File: config.mk
export PLATFORM = sky130hd
export DESIGN_NAME = code_serializer_flat
export DESIGN_NICKNAME = d
export VERILOG_FILES = /design/src/rtl/code_serializer_pkg.sv /design/src/rtl/code_serializer_if.sv /design/src/rtl/code_serializer.sv /design/src/flat_wrapper.sv
export SDC_FILE = /design/constraint.sdc
export NUM_CORES = 1
export LEC_CHECK = 0
export ABC_AREA = 1
export CORE_MARGIN = 8
export CORE_UTILIZATION = 37
export CTS_BUF_LIST = sky130_fd_sc_hd__clkbuf_8 sky130_fd_sc_hd__clkbuf_16
export DETAILED_ROUTE_END_ITERATION = 7
export GPL_ROUTABILITY_DRIVEN = 0
export SETUP_SLACK_MARGIN = 0.5
export SLEW_MARGIN = 15
export SYNTH_ARGS = -nofsm -noshare
export SYNTH_HDL_FRONTEND = slang
export SYNTH_SLANG_ARGS = --single-unit
File: constraint.sdc
create_clock -name clock -period 1.46 [get_ports clock]
set_input_delay 0.292 -clock clock [delete_from_list [all_inputs] [get_ports clock]]
set_output_delay 0.292 -clock clock [all_outputs]
set_load 0.005 [all_outputs]
File: src/rtl/code_serializer_pkg.sv
// rtl/code_serializer_pkg.sv - shared state encoding and default frame constants
package code_pkg;

   typedef enum logic [1:0] {
      IDLE  = 2'd0,
      SHIFT = 2'd1,
      GAP   = 2'd2
   } state_t;

   localparam int CODE_WIDTH = 8;
   localparam int CODE_GAP   = 2;

endpackage

File: src/rtl/code_serializer_if.sv
// rtl/code_serializer_if.sv - word handshake and serial line bundle
interface code_serializer_if #(
   parameter int WIDTH = code_pkg::CODE_WIDTH
);

   logic [WIDTH-1:0] data_in;
   logic             data_valid;
   logic             data_ready;
   logic             code;
   logic             code_valid;
   logic             busy;
   logic             frame_done;

   modport master (
      output data_in, data_valid,
      input  data_ready, code, code_valid, busy, frame_done
   );

   modport slave (
      input  data_in, data_valid,
      output data_ready, code, code_valid, busy, frame_done
   );

endinterface

File: src/rtl/code_serializer.sv
// rtl/code_serializer.sv - parallel word to serial code stream with idle gap
module code_serializer
   import code_pkg::*;
#(
   parameter int   WIDTH      = CODE_WIDTH,
   parameter int   GAP_CYCLES = CODE_GAP,
   parameter bit   MSB_FIRST  = 1'b1,
   parameter logic IDLE_LEVEL = 1'b0
) (
   input  logic                clock,
   input  logic                reset,
   code_serializer_if.slave    bus
);

   localparam int CW = $clog2(WIDTH);
   localparam int GW = (GAP_CYCLES > 0) ? $clog2(GAP_CYCLES + 1) : 1;

   state_t           state_q,      state_d;
   logic [WIDTH-1:0] shift_q,      shift_d;
   logic [CW-1:0]    bit_cnt_q,    bit_cnt_d;
   logic [GW-1:0]    gap_cnt_q,    gap_cnt_d;
   logic             code_q,       code_d;
   logic             code_valid_q, code_valid_d;
   logic             busy_q,       busy_d;
   logic             frame_done_q, frame_done_d;
   logic             data_ready_q, data_ready_d;

   // The shift register always holds the bits still to be sent, aligned so
   // the next one sits at the outgoing end.
   function automatic logic [WIDTH-1:0] advance(input logic [WIDTH-1:0] w);
      return MSB_FIRST ? {w[WIDTH-2:0], 1'b0} : {1'b0, w[WIDTH-1:1]};
   endfunction

   function automatic logic out_bit(input logic [WIDTH-1:0] w);
      return MSB_FIRST ? w[WIDTH-1] : w[0];
   endfunction

   always_comb begin
      state_d      = state_q;
      shift_d      = shift_q;
      bit_cnt_d    = bit_cnt_q;
      gap_cnt_d    = gap_cnt_q;
      code_d       = IDLE_LEVEL;
      code_valid_d = 1'b0;
      busy_d       = busy_q;
      frame_done_d = 1'b0;
      data_ready_d = data_ready_q;

      case (state_q)
         SHIFT: begin
            if (bit_cnt_q == '0) begin
               frame_done_d = 1'b1;
               if (GAP_CYCLES > 0) begin
                  state_d      = GAP;
                  gap_cnt_d    = GW'((GAP_CYCLES > 0) ? GAP_CYCLES - 1 : 0);
                  busy_d       = 1'b1;
                  data_ready_d = 1'b0;
               end else begin
                  state_d      = IDLE;
                  busy_d       = 1'b0;
                  data_ready_d = 1'b1;
               end
            end else begin
               bit_cnt_d    = bit_cnt_q - 1'b1;
               code_d       = out_bit(shift_q);
               code_valid_d = 1'b1;
               shift_d      = advance(shift_q);
            end
         end
         GAP: begin
            if (gap_cnt_q == '0) begin
               state_d      = IDLE;
               busy_d       = 1'b0;
               data_ready_d = 1'b1;
            end else begin
               gap_cnt_d = gap_cnt_q - 1'b1;
            end
         end
         default: begin
            // The unused encoding lands here too and recovers as IDLE.
            state_d      = IDLE;
            busy_d       = 1'b0;
            data_ready_d = 1'b1;
            if (bus.data_valid && data_ready_q) begin
               state_d      = SHIFT;
               shift_d      = advance(bus.data_in);
               bit_cnt_d    = CW'(WIDTH - 1);
               code_d       = out_bit(bus.data_in);
               code_valid_d = 1'b1;
               busy_d       = 1'b1;
               data_ready_d = 1'b0;
            end
         end
      endcase
   end

   always_ff @(posedge clock) begin
      if (!reset) begin
         state_q      <= IDLE;
         shift_q      <= '0;
         bit_cnt_q    <= '0;
         gap_cnt_q    <= '0;
         code_q       <= IDLE_LEVEL;
         code_valid_q <= 1'b0;
         busy_q       <= 1'b0;
         frame_done_q <= 1'b0;
         data_ready_q <= 1'b1;
      end else begin
         state_q      <= state_d;
         shift_q      <= shift_d;
         bit_cnt_q    <= bit_cnt_d;
         gap_cnt_q    <= gap_cnt_d;
         code_q       <= code_d;
         code_valid_q <= code_valid_d;
         busy_q       <= busy_d;
         frame_done_q <= frame_done_d;
         data_ready_q <= data_ready_d;
      end
   end

   assign bus.code       = code_q;
   assign bus.code_valid = code_valid_q;
   assign bus.busy       = busy_q;
   assign bus.frame_done = frame_done_q;
   assign bus.data_ready = data_ready_q;

endmodule

File: src/flat_wrapper.sv
// flat-port wrapper written by rule: the top's interface ports become plain ports
module code_serializer_flat import code_pkg::*;
#(
   parameter int   WIDTH      = CODE_WIDTH,
   parameter int   GAP_CYCLES = CODE_GAP,
   parameter bit   MSB_FIRST  = 1'b1,
   parameter logic IDLE_LEVEL = 1'b0
)
  (clock, reset, bus_data_in, bus_data_valid, bus_data_ready, bus_code, bus_code_valid, bus_busy, bus_frame_done);
  code_serializer_if #(.WIDTH(WIDTH)) bus_i ();
  input  logic clock;
  input  logic reset;
  input wire logic [$bits(bus_i.data_in)-1:0] bus_data_in;
  input wire logic [$bits(bus_i.data_valid)-1:0] bus_data_valid;
  output wire logic [$bits(bus_i.data_ready)-1:0] bus_data_ready;
  output wire logic [$bits(bus_i.code)-1:0] bus_code;
  output wire logic [$bits(bus_i.code_valid)-1:0] bus_code_valid;
  output wire logic [$bits(bus_i.busy)-1:0] bus_busy;
  output wire logic [$bits(bus_i.frame_done)-1:0] bus_frame_done;
  assign bus_i.data_in = bus_data_in;
  assign bus_i.data_valid = bus_data_valid;
  assign bus_data_ready = bus_i.data_ready;
  assign bus_code = bus_i.code;
  assign bus_code_valid = bus_i.code_valid;
  assign bus_busy = bus_i.busy;
  assign bus_frame_done = bus_i.frame_done;
  code_serializer #(.WIDTH(WIDTH), .GAP_CYCLES(GAP_CYCLES), .MSB_FIRST(MSB_FIRST), .IDLE_LEVEL(IDLE_LEVEL)) u_core (.clock(clock), .reset(reset), .bus(bus_i));
endmodule
---- Yosys cells after proc, flatten, opt, wreduce, memory -nomap -nowiden ----
Cells that the tools add are included.
cells by class
  bitwise operators ....................... 1
  equal/unequal tests ..................... 6
  muxes and demuxes ....................... 27
  reduce and logical (&&, ||, !) cells .... 9
  add/sub/neg operators ................... 2
operators by type and width
  operator                                                                  count
  8-bit 2-to-1 mux                                                          2
  8-bit case mux with 2 select lines                                        1
  1-bit 2-to-1 mux                                                          11
  2-bit 2-to-1 mux                                                          4
  1-bit case mux with 2 select lines                                        4
  2-bit case mux with 2 select lines                                        2
  3-bit 2-to-1 mux                                                          2
  3-bit case mux with 2 select lines                                        1
  3-bit AND reduction                                                       2
  2-bit by 1-bit inequality test with 1-bit output (second input constant)  2
  2-bit inequality test (second input constant)                             2
  2-bit AND reduction                                                       2
  2-bit nonzero test                                                        2
  3-bit logical NOT                                                         1
  3-bit by 1-bit subtractor with 3-bit output (second input constant)       1
  2-bit by 1-bit equality test with 1-bit output (second input constant)    1
  2-bit equality test (second input constant)                               1
  2-bit logical NOT                                                         1
  2-bit by 1-bit subtractor with 2-bit output (second input constant)       1
  1-bit logical AND                                                         1
  1-bit NOT                                                                 1
word-level totals
  output and inout port bits .............. 5
  register bits ........................... 20
  input bits .............................. 11
  word-level logic and storage cells ...... 54

---- Longest topological paths before layout ----
  depth after elaboration ................. 3
  mapped depth ............................ 10
  mapped depth without buffers ............ 10

---- Worst setup path before layout ----
Ideal clock, no wire load.
  kind .................................... reg-to-reg
  start ................................... reg u_core.bit_cnt_q[0]
  end ..................................... reg u_core.shift_q[1]
  buffers on the path ..................... 1
  setup slack ............................. -0.002 ns
  stages on the path, launching flop included .. 9
  clock period less this slack ............ 1.462 ns
  library setup time ...................... 0.113 ns
  arrival time ............................ 1.349 ns
  required time ........................... 1.347 ns
  path through ............................ dfxtp_1 -> inv_1 -> ha_1 -> ha_1 -> a21oi_1 -> nand2_4 -> buf_6 -> nor2_1 -> nor2_1
between the ends
  cells in the longest elaborated chain, start to end .. 3
RTL lines
  what                             line                    text
  start: declaration               code_serializer.sv:20   logic [CW-1:0] bit_cnt_q, bit_cnt_d;
  start signal: assignment         code_serializer.sv:111  bit_cnt_q <= bit_cnt_d;
  3-bit logical NOT                code_serializer.sv:51   if (bit_cnt_q == '0) begin
  2-bit inequality test (no line)  n/a
  3-bit AND reduction (no line)    n/a
  end signal: assignment           code_serializer.sv:110  shift_q <= shift_d;
  end: declaration                 code_serializer.sv:19   logic [WIDTH-1:0] shift_q, shift_d;
Every way passes these cells.
A chain may end at the register's enable or synchronous reset.

---- Worst setup path in the final report ----
  start ................................... reg u_core.bit_cnt_q[0]
  end ..................................... reg u_core.shift_q[6]
Same word-level chain as after synthesis.

==> impl_results.md <==
* Outcome: completed
* Die height at 66.7 um
* Post-synth top area share at 39.9%
* Warnings from Yosys at 0
* Power Density at 2010 mW/mm^2
* First-pass GRT wire length at 3490 um
* H-Tree Depth at 1
* Tightest Hold Check Type: register to register
* RSZ-0062 raised after global routing: yes
* Skew-Pair Late Insertion Delay at 0.25 ns
* Crit share post-route at 89.9%
* CTS tree: built
* Synth Area in Compound Gates at 10.4%
* I/O pins at 16
* Total negative slack at 0 ns
* Pre-antenna DRT Iters at 4
* CTS Buffer Depth at 2
* Syn Nets at 158
* Layout Cells excl Fill at 194
* Mapped cell area at 952 sq um
* Endpoint class of the critical path: register
* Mux cell area share after synthesis at 0%
* CP Max Fanout at 8
* Post-layout util at 56.0%
* Post-synth EDFFs at 0
* Detailed Route WL at 2110 um
* Nets@finish at 181
* Antenna cells at 0
* Worst-path clk slew at 0.07 ns
* # setup viols final at 0
* Leak at 0.626 nW
* GR Overflow Total at 0
* Crit Path Category: register to register
* Synth Area in Adders at 6.57%
* Row cnt at 18
* Layout cell share with drive strength beyond 1 at 31.7%
* TritonCTS Buffers at 3
* Leading area contributor after synthesis: dfxtp_1
* Largest family of logic cells by synthesized area: simple AND/OR/NAND/NOR gates
* Iteration-0 DRC Markers at 16
* Die area at 0.00445 sq mm
* Max-Cap Viols at 0
* Fill count at 248
* Slew Limit Fails at 0
* Most used DFF post-synth: dfxtp_1
* Avg Vias per Cell at 4.61
* Area of the multi-input gates at 613 sq um
* Synth top area cells: dfxtp_1 (40%), nand2_1 (16%), inv_1 (9.1%), nor2_1 (9.1%), ha_1 (6.6%)
* Area Overhead vs Synth at 44.3%
* Total power at 2.76 mW
* Gate count of the mapped netlist at 142
* Critical path startpoint category: register
* Core Area at 0.00245 sq mm
* Final ANT Viol Nets at 0
* Min Clock Period, post-route at 1.31 ns
* Detailed-route wire length per cell at 10.9 um
* Yosys reg bits at 19
* Pin count of the biggest net entering global routing at 14
* Initial Utilization at 38.8%
* Max_slew headroom at 76.0%
* Sequential Area at 390 sq um
* Critical path arrival at 1.51 ns
* # DRC at 0
* Sum of net half-perimeters after detailed placement at 1470 um
* Worst Tran Pin Value at 0.359 ns
* Required time of the critical path at 1.66 ns
* Clock Skew at 0.00394 ns
* Synth Area in Simple Gates at 31.3%
* IO buf count at 15
* Total GRT Usage at 10.1%
* Detailed-route via count at 894
* Sequential share of the synthesized area at 39.9%
* CTS root buf: clkbuf_8
* FFs w/ async S/R, synth at 0%
* Syn avg cell area at 6.71 sq um
* Max Freq at 762 MHz
* Initial antenna violation count at 0
* Worst VDD drop at 0.00106 V
* Die Wd at 66.7 um
* Final Hold Viols at 0
* Inst Count DP at 186
* XOR/XNOR Fraction of Synth Area at 0%
* CTS sink count at 19
* Distinct cells, synth at 19
* Vias in the first global route at 798
==> through the flow <==
step	cell area, sq um	setup slack, ns	hold slack (ns)
2_1_floorplan	1000	0.204	0.428
3_3_place_gp	1180	0.102	0.455
3_5_place_dp	1180	0.0746	0.458
4_1_cts	1280	0.160	0.463
5_1_grt	1370	0.0650	0.487
6_report	1370	0.148	0.473
==> area by class of cell <==
| cell class | count | share of cell area (%) |
|---|---|---|
| tap | 30 | 2.73 |
| multi-input combinational | 97 | 44.6 |
| clock buffer | 3 | 3.01 |
| sequential | 19 | 28.4 |
| inverter | 24 | 6.56 |
| timing repair buffer | 20 | 14.4 |
| clock inverter | 1 | 0.273 |
==> layout by cell type (no fill, tap or decap) <==
cell / synthesis / layout
nor2_2: 0 / 1
dfxtp_2: 0 / 8
buf_4: 1 / 3
nand2_1: 40 / 38
a31oi_1: 1 / 1
nand2_8: 0 / 1
nand2_2: 3 / 3
a21oi_2: 2 / 4
dfxtp_1: 19 / 11
ha_4: 0 / 4
nor2_4: 0 / 2
clkbuf_8: 0 / 3
buf_6: 1 / 4
buf_2: 0 / 2
inv_2: 1 / 8
clkdlybuf4s50_1: 0 / 10
o21ai_2: 0 / 1
nand4_1: 1 / 1
a21oi_4: 0 / 1
a21oi_1: 7 / 4
nand3_1: 4 / 2
nand2_4: 1 / 3
nor3_4: 0 / 1
buf_12: 0 / 1
ha_1: 5 / 1
nor2_1: 23 / 20
nand3_4: 0 / 1
nand3_2: 0 / 1
inv_1: 23 / 17
o21ai_1: 6 / 7
==> repair_timing <==
| item | in CTS | in global routing |
|---|---|---|
| hold buffers | 0 | 0 |
| pin swaps | 3 | 1 |
| gates cloned | 1 | 0 |
| setup buffers | 2 | 1 |
| setup endpoints to repair | 24 | 24 |
| resized for setup | 31 | 22 |
==> where the power goes <==
part	total (mW)	internal [mW]	switching (mW)
Sequential	0.825	0.737	0.0878
Combinational	1.58	0.680	0.899
Clock	0.358	0.187	0.171
==> state kept, by name, summed over array words and instances (netlist names) <==
signal and count:
u_core.bus.busy 1, u_core.bus.frame_done 1, u_core.bus.code_valid 1, u_core.bus.data_ready 1, u_core.shift_q 7, u_core.bus.code 1, u_core.bit_cnt_q 3, u_core.state_q 2
u_core.gap_cnt_q 2
==> metal layers <==
| layer | share of wire (%) | global-route usage, % |
|---|---|---|
| met2 | 47 | 15.8 |
| met1 | 45 | 12.0 |
| met5 | 0 | 0 |
| met3 | 6.5 | 4.70 |
| met4 | 0.71 | 3.20 |
==> kinds of logic (layout without fill, tap and decap cells) <==
| kind of cell | after synthesis | in the layout |
|---|---|---|
| and+or+nand+nor | 73 | 74 |
| AOI/OAI and AO/OA | 18 | 18 |
| adders and majority gates | 5 | 5 |
| DFF | 19 | 19 |
| buffers and inverters | 27 | 48 |
==> synth_stat cells, types with 2 or more instances <==
| library cell | instances |
|---|---|
| a21oi_1 | 7 |
| o21ai_1 | 6 |
| a21oi_2 | 2 |
| o21ai_0 | 2 |
| nand2_2 | 3 |
| nand2_1 | 40 |
| dfxtp_1 | 19 |
| inv_1 | 23 |
| nor2_1 | 23 |
| ha_1 | 5 |
| nand3_1 | 4 |
==> path summary, 6_finish.rpt <==
path / startpoint / end / cells after the start / slack (ns)
setup / recovery: u_core.bit_cnt_q[0] / u_core.shift_q[6] / 8 / 0.15
hold / removal: u_core.shift_q[7] / u_core.bus.code / 2 / 0.47
setup reg to reg: u_core.bit_cnt_q[0] / u_core.shift_q[6] / 8 / 0.15
hold reg to reg: u_core.shift_q[7] / u_core.bus.code / 2 / 0.47
==> critical path, stage by stage, from the launching register on <==
cell     delay [ns]
dfxtp_2        0.33
inv_2          0.05
ha_4           0.16
ha_4           0.17
a21oi_4        0.20
nand2_4        0.15
nand2_1        0.08
nand2_1        0.05
nor2_1         0.08
No activity file was read; power rests on OpenSTA's default activity.
